### src/rtl/obi_axil_bridge.sv
// ---------------------------------------------------------------------------
// obi_axil_bridge
//   Converts single data-side OBI accesses from the core into AXI-lite style
//   transactions (aw/w/b for writes, ar/r for reads, no resp fields) towards
//   the peripheral wrapper. One access is in flight at a time. A response
//   timeout converts a hung slave into an OBI error completion so the core
//   never stalls forever.
//
// Ports
//   clk, rst_n                       clock, asynchronous active-low reset
//   data_req_i / data_gnt_o          OBI request / grant (grant only in IDLE)
//   data_addr_i, data_we_i,
//   data_be_i, data_wdata_i          OBI request attributes, latched on grant
//   data_rvalid_o, data_rdata_o,
//   data_err_o                       OBI response, one-cycle pulse
//   m_aw*, m_w*, m_b*                write address / data / response channels
//   m_ar*, m_r*                      read address / data channels
// ---------------------------------------------------------------------------
module obi_axil_bridge #(
    parameter int ADDR_W         = 32,
    parameter int DATA_W         = 32,
    parameter int TIMEOUT_CYCLES = 16
) (
    input  logic              clk,
    input  logic              rst_n,
    input  logic              data_req_i,
    output logic              data_gnt_o,
    input  logic [ADDR_W-1:0] data_addr_i,
    input  logic              data_we_i,
    input  logic [3:0]        data_be_i,
    input  logic [DATA_W-1:0] data_wdata_i,
    output logic              data_rvalid_o,
    output logic [DATA_W-1:0] data_rdata_o,
    output logic              data_err_o,
    output logic [ADDR_W-1:0] m_awaddr,
    output logic              m_awvalid,
    input  logic              m_awready,
    output logic [DATA_W-1:0] m_wdata,
    output logic [3:0]        m_wstrb,
    output logic              m_wvalid,
    input  logic              m_wready,
    input  logic              m_bvalid,
    output logic              m_bready,
    output logic [ADDR_W-1:0] m_araddr,
    output logic              m_arvalid,
    input  logic              m_arready,
    input  logic [DATA_W-1:0] m_rdata,
    input  logic              m_rvalid,
    output logic              m_rready
);

    localparam int                CNT_W    = $clog2(TIMEOUT_CYCLES) + 1;
    localparam logic [CNT_W-1:0]  CNT_LAST = CNT_W'(TIMEOUT_CYCLES - 1);
    localparam logic [CNT_W-1:0]  CNT_ONE  = CNT_W'(1);
    localparam logic [DATA_W-1:0] ERR_DATA = DATA_W'(32'hDEAD_BEEF);

    typedef enum logic [2:0] {
        S_IDLE    = 3'd0,
        S_WR_REQ  = 3'd1,
        S_WR_RESP = 3'd2,
        S_RD_REQ  = 3'd3,
        S_RD_RESP = 3'd4,
        S_DONE    = 3'd5
    } state_t;

    state_t            state_q;
    logic [ADDR_W-1:0] addr_q;
    logic [DATA_W-1:0] wdata_q;
    logic [3:0]        be_q;
    logic [CNT_W-1:0]  cnt_q;
    logic              awvalid_q, wvalid_q, arvalid_q;
    logic              bready_q, rready_q;
    logic              rvalid_q, err_q;
    logic [DATA_W-1:0] rdata_q;

    logic aw_fin_s, w_fin_s, counting_s, resp_s, tmo_s;

    // A channel counts as finished once its valid has dropped or it handshakes now.
    assign aw_fin_s   = ~awvalid_q | m_awready;
    assign w_fin_s    = ~wvalid_q  | m_wready;
    assign counting_s = (state_q == S_WR_REQ) | (state_q == S_WR_RESP) |
                        (state_q == S_RD_REQ) | (state_q == S_RD_RESP);
    // Only a slave response completes an access; address handshakes do not.
    assign resp_s     = ((state_q == S_WR_RESP) & m_bvalid) |
                        ((state_q == S_RD_RESP) & m_rvalid);
    assign tmo_s      = counting_s & (cnt_q == CNT_LAST) & ~resp_s;

    assign data_gnt_o    = (state_q == S_IDLE) & data_req_i;
    assign data_rvalid_o = rvalid_q;
    assign data_rdata_o  = rdata_q;
    assign data_err_o    = err_q;
    assign m_awaddr      = addr_q;
    assign m_araddr      = addr_q;
    assign m_wdata       = wdata_q;
    assign m_wstrb       = be_q;
    assign m_awvalid     = awvalid_q;
    assign m_wvalid      = wvalid_q;
    assign m_arvalid     = arvalid_q;
    assign m_bready      = bready_q;
    assign m_rready      = rready_q;

    // Transaction FSM with registered bus-side and OBI response outputs.
    always_ff @(posedge clk or negedge rst_n) begin
        if (!rst_n) begin
            state_q   <= S_IDLE;
            addr_q    <= {ADDR_W{1'b0}};
            wdata_q   <= {DATA_W{1'b0}};
            be_q      <= 4'b0000;
            cnt_q     <= {CNT_W{1'b0}};
            awvalid_q <= 1'b0;
            wvalid_q  <= 1'b0;
            arvalid_q <= 1'b0;
            bready_q  <= 1'b1;
            rready_q  <= 1'b1;
            rvalid_q  <= 1'b0;
            err_q     <= 1'b0;
            rdata_q   <= {DATA_W{1'b0}};
        end else begin
            rvalid_q <= 1'b0;
            if (counting_s) begin
                cnt_q <= cnt_q + CNT_ONE;
            end
            if (tmo_s) begin
                // Hung slave: abandon the bus side and report an error.
                state_q   <= S_DONE;
                awvalid_q <= 1'b0;
                wvalid_q  <= 1'b0;
                arvalid_q <= 1'b0;
                bready_q  <= 1'b0;
                rready_q  <= 1'b0;
                rvalid_q  <= 1'b1;
                err_q     <= 1'b1;
                rdata_q   <= ERR_DATA;
            end else begin
                case (state_q)
                    S_IDLE: begin
                        if (data_req_i) begin
                            addr_q   <= data_addr_i;
                            wdata_q  <= data_wdata_i;
                            be_q     <= data_be_i;
                            cnt_q    <= {CNT_W{1'b0}};
                            bready_q <= 1'b0;
                            rready_q <= 1'b0;
                            if (data_we_i) begin
                                state_q   <= S_WR_REQ;
                                awvalid_q <= 1'b1;
                                wvalid_q  <= 1'b1;
                            end else begin
                                state_q   <= S_RD_REQ;
                                arvalid_q <= 1'b1;
                            end
                        end
                    end
                    S_WR_REQ: begin
                        if (m_awready) begin
                            awvalid_q <= 1'b0;
                        end
                        if (m_wready) begin
                            wvalid_q <= 1'b0;
                        end
                        if (aw_fin_s && w_fin_s) begin
                            state_q  <= S_WR_RESP;
                            bready_q <= 1'b1;
                        end
                    end
                    S_WR_RESP: begin
                        if (m_bvalid) begin
                            state_q  <= S_DONE;
                            bready_q <= 1'b0;
                            rvalid_q <= 1'b1;
                            err_q    <= 1'b0;
                            rdata_q  <= {DATA_W{1'b0}};
                        end
                    end
                    S_RD_REQ: begin
                        if (m_arready) begin
                            state_q   <= S_RD_RESP;
                            arvalid_q <= 1'b0;
                            rready_q  <= 1'b1;
                        end
                    end
                    S_RD_RESP: begin
                        if (m_rvalid) begin
                            state_q  <= S_DONE;
                            rready_q <= 1'b0;
                            rvalid_q <= 1'b1;
                            err_q    <= 1'b0;
                            rdata_q  <= m_rdata;
                        end
                    end
                    S_DONE: begin
                        state_q  <= S_IDLE;
                        bready_q <= 1'b1;
                        rready_q <= 1'b1;
                    end
                    default: begin
                        state_q <= S_IDLE;
                    end
                endcase
            end
        end
    end

endmodule

### config.mk
export PLATFORM = sky130hd
export DESIGN_NAME = obi_axil_bridge
export DESIGN_NICKNAME = d
export VERILOG_FILES = /design/src/rtl/obi_axil_bridge.sv
export SDC_FILE = /design/constraint.sdc
export NUM_CORES = 1
export LEC_CHECK = 0
export CAP_MARGIN = 5
export CORE_MARGIN = 8
export CORE_UTILIZATION = 36
export CTS_BUF_LIST = sky130_fd_sc_hd__clkbuf_8
export DETAILED_ROUTE_END_ITERATION = 8
export DONT_BUFFER_PORTS = 1
export PLACE_DENSITY = 0.54
export SLEW_MARGIN = 20
export SYNTH_ARGS = -nofsm -noshare
export SYNTH_HDL_FRONTEND = slang
export SYNTH_SLANG_ARGS = --single-unit
### constraint.sdc
create_clock -name clk -period 3.01 [get_ports clk]
set_clock_uncertainty 0.2 [all_clocks]
set_input_delay 0.1505 -clock clk [delete_from_list [all_inputs] [get_ports clk]]
set_output_delay 0.1505 -clock clk [all_outputs]
set_load 0.005 [all_outputs]
==> qor.csv, run 1 <==
metric,value,unit
synth-edff-count,0,
synth_xor_xnor_area_share,0.533,%
post_synth_inst_count,373,
failed_stage,clock tree synthesis (4_1_cts),
dp.final_hpwl,8610,um
syn-num-nets,484,
h-tree-depth,4,
port_buffers,0,
cts-hold-fix-buffers,107,
rows,42,
top_level_ports,249,
chipHeight,133,um
cts.repair.resized,0,
dpl-instance-area,4840,sq um
synth.avg_cell_area,13.2,sq um
run_status,aborted with a tool error,
synth_simple_gate_area_share,5.48,%
placement.setup.worst_slack,0.435,ns
yosys-mux-area-fraction,15.7,%
post_synth_fa_ha_maj_area_fraction,0.507,%
main_combinational_cell_family_by_area_after_synthesis,multiplexers,
netlist-cell-type-count,48,
cts.path.max_buffers,2,
cts_sinks,115,
gp_routability_congestion,0.814,
synthArstFlopShare,100,%
initial_utilization,37.1,%
synth-compound-area-share,10.8,%
dp_cells,501,
yosysSeqAreaShare,58.4,%
yosys_warnings,0,
clock_tree.root_cell,clkbuf_8,
synthesized_flop_and_latch_total,115,
flow.first_error,[ERROR RSZ-0060] Max buffer count reached.,
die-width,133,um
synth.cell_area,4930,sq um
cts_inserted_buffers,17,
post_cts.repair.setup_buffers,0,
main_synth_ff_type,dfrtp_1,
## kinds of logic after synthesis
| logic type | count (synthesis) |
|---|---|
| fa+ha+maj | 2 |
| xor+xnor | 3 |
| mux | 69 |
| simple gates | 55 |
| flops | 115 |
| compound gates | 66 |
| buf+inv | 63 |
## cell usage after synthesis (3+ instances only)
master | count | area share, %
a21oi_1 | 6 | 0.61
a221o_1 | 12 | 2.4
a22o_1 | 8 | 1.4
a2bb2oi_1 | 12 | 2.1
and3_1 | 3 | 0.38
buf_2 | 7 | 0.71
buf_4 | 37 | 5.6
buf_6 | 5 | 1.1
clkbuf_1 | 6 | 0.46
dfrtp_1 | 113 | 57
inv_1 | 5 | 0.38
mux2_2 | 68 | 16
nand2_1 | 20 | 1.5
nand2b_1 | 3 | 0.38
nand3_1 | 3 | 0.30
nor2_1 | 14 | 1.1
nor2b_1 | 3 | 0.38
nor3_1 | 3 | 0.30
o21ai_0 | 9 | 0.91
## stage by stage
stage          utilization, %  hold slack (ns)
2_1_floorplan               -           -0.345
3_5_place_dp             36.4           -0.342
3_3_place_gp             36.4           -0.342
==> inputs of run 2 (changes only) <==
CORE_UTILIZATION = 21   (was 36)
CTS_BUF_LIST = not set   (was sky130_fd_sc_hd__clkbuf_8)
PLACE_DENSITY = not set   (was 0.54)
PLACE_DENSITY_LB_ADDON = 0.15   (was not set)
==> qor.csv, run 2 <==
metric,value,unit,change
syn-num-nets,484,,unchanged
finalNetCount,566,,
antenna_found_initial,0,,
post_synth_inst_count,373,,unchanged
synth.avg_cell_area,13.2,sq um,unchanged
final.fill_count,2364,,
via_per_inst,4.10,,
cts_sinks,115,,unchanged
port_buffers,0,,unchanged
layout-drive-gt1-share,25.9,%,
timing.critical_path.required,3.10,ns,
post-route-period-util,93.8,%,
route.detailed.drc,0,,
final-setup-viol-count,0,,
die-area,28700,sq um,
crit_arrival,2.91,ns,
grt_overflow_total,0,,
cts.path.max_buffers,2,,unchanged
cts_inserted_buffers,17,,unchanged
initial_utilization,21.2,%,-16 points
rsz0062_at_grt,no,,
floorplan.core_area,23300,sq um,
path_class,reg -> reg,,
h-tree-depth,4,,unchanged
area_growth_syn_to_layout,37.2,%,
post_cts.repair.setup_buffers,0,,unchanged
yosysSeqAreaShare,58.4,%,unchanged
fmax,354,MHz,
routedWlPerCell,17.2,um,
synth.cells.most_frequent,"dfrtp_1 (113), mux2_2 (68), buf_4 (37), nand2_1 (20), nor2_1 (14)",,
max_slew_margin,59.3,%,
clock_tree.root_cell,clkbuf_16,,
grt_start_max_net_pins,116,,
final_antenna_net_count,0,,
detail_route.wirelength,13500,um,
total_area_of_multi_input_combinational_cells,1660,sq um,
cp_startpoint_kind,flip-flop,,
synthDominantCellAreaShare,57.3,%,unchanged
synthArstFlopShare,100,%,unchanged
grt_use_total,9.54,%,
final_util,29.1,%,
top_level_ports,249,,unchanged
gp_routability_congestion,0.739,,-9.2%
die-width,169,um,+27%
cp_max_fo,3,,
synthesized_flop_and_latch_total,115,,unchanged
netlist-cell-type-count,48,,unchanged
clock_insertion_delay_worst_skew,0.40,ns,
drt_first_iter_violations,109,,
min_path_type,in -> reg,,
first_pass_grt_wire_length,21200,um,
n_antenna_cell,0,,
yosysTopAreaCell,dfrtp_1,,
chipHeight,169,um,+27%
clk_pin_slew,0.05,ns,
synth-edff-count,0,,unchanged
regToRegSetupSlack,0.19,ns,
total_via_count_in_the_routed_design,3227,,
power.static_leakage,2.82,nW,
synth.cell_area,4930,sq um,unchanged
crit_path_end_kind,flip-flop,,
yosys-top-cells-area,"dfrtp_1 (57%), mux2_2 (16%), buf_4 (5.6%), a221o_1 (2.4%), a2bb2oi_1 (2.1%)",,
layout_commonest_cell,dfrtp_1,,
main_synth_ff_type,dfrtp_1,,
highest_count_cells_in_the_layout_ignoring_fill_and_taps,"dfrtp_1 (113), dlygate4sd3_1 (110), mux2_2 (68)",,
layout.area.seq,2880,sq um,
dp.final_hpwl,9180,um,+6.6%
yosysMostFrequentCell,dfrtp_1,,
final-hold-violation-count,0,,
drt-pass1-iter-count,4,,
p_per_area,1020,nW/um^2,
max-vdd-ir-drop,0.366,mV,
rows,56,,+33%
fin_setup_tns,0,ns,
yosys_warnings,0,,unchanged
run_status,finished clean,,
timing.final.max_slew_violations,0,,
worst-slew-pin-transition,0.611,ns,
max_cap_violations,0,,
tritoncts_clock_tree,done,,
layout_min_cycle_time,2.82,ns,
vias_in_the_first_global_route,3661,,
run 2: logic make-up after synthesis:
kind of cell / Yosys count / synth area share (%)
DFF: 115 / 58.4
muxes: 69 / 15.7
AOI/OAI and AO/OA: 66 / 10.8
buffers and inverters: 63 / 8.55
and+or+nand+nor: 55 / 5.48
xor gates and xnor gates: 3 / 0.533
adders and majority gates: 2 / 0.507
run 2: critical path, cell delays in order, from the launching register on:
cell,delay [ns]
dfrtp_1,0.37
ha_1,0.17
and3_1,0.20
ha_4,0.15
or4b_2,0.59
o221a_2,0.16
o31ai_1,0.23
dlygate4sd3_1,0.58
nand2_1,0.05
run 2: area by class of cell:
type	count	area share (%)
Tap cell	319	5.90
Multi-Input combinational cell	195	24.5
Inverter	7	0.388
Clock inverter	12	2.29
Timing Repair Buffer	119	17.8
Sequential cell	115	42.6
Clock buffer	20	6.60
run 2: timing repair:
action	4_1_cts	5_1_grt
endpoints found under the setup margin	0	2
hold buffers	111	0
resized for setup	0	2
hold endpoints to repair	227	0
run 2: worst paths after layout:
path                          start               to  cells after the start
min reg2reg                m_bready         m_bready                      1
max                        cnt_q[0]         m_wvalid                      8
min in group asynchronous     rst_n     m_araddr[23]                      2
min                        m_bvalid       data_err_o                      2
max reg2reg                cnt_q[0]         m_wvalid                      8
max in group asynchronous     rst_n  data_rdata_o[4]                      2
run 2: power by group:
group	switching, W	leakage (nW)	total (W)	internal, W
Combinational	0.000692	1.13	0.00172	0.00103
Clock	0.000737	0.291	0.00206	0.00133
Sequential	0.000824	1.40	0.00315	0.00232
run 2: per-layer routing:
layer	wire (um)	global-route usage [%]	up-vias
li1	-	-	1473
met5	0	0	-
met3	1510	5.00	9
met4	151	3.12	0
met1	5330	10.8	1587
met2	6530	15.3	158
run 2: per-stage QoR:
step / worst slack (ns) / std cells / hold WS (ns) / cell area [sq um] / total power [W]
4_1_cts: 0.152 / 787 / 0.0159 / 6750 / 0.00708
5_1_grt: 0.0351 / 787 / 0.0721 / 6770 / 0.00745
6_report: 0.187 / 787 / 0.0320 / 6770 / 0.00693
3_3_place_gp: 0.594 / 644 / -0.341 / 5020 / 0.00474
3_5_place_dp: 0.517 / 644 / -0.341 / 5020 / 0.00476
2_1_floorplan: 0.793 / 373 / -0.345 / 4930 / 0.00459
(Power assumes the default switching activity.)
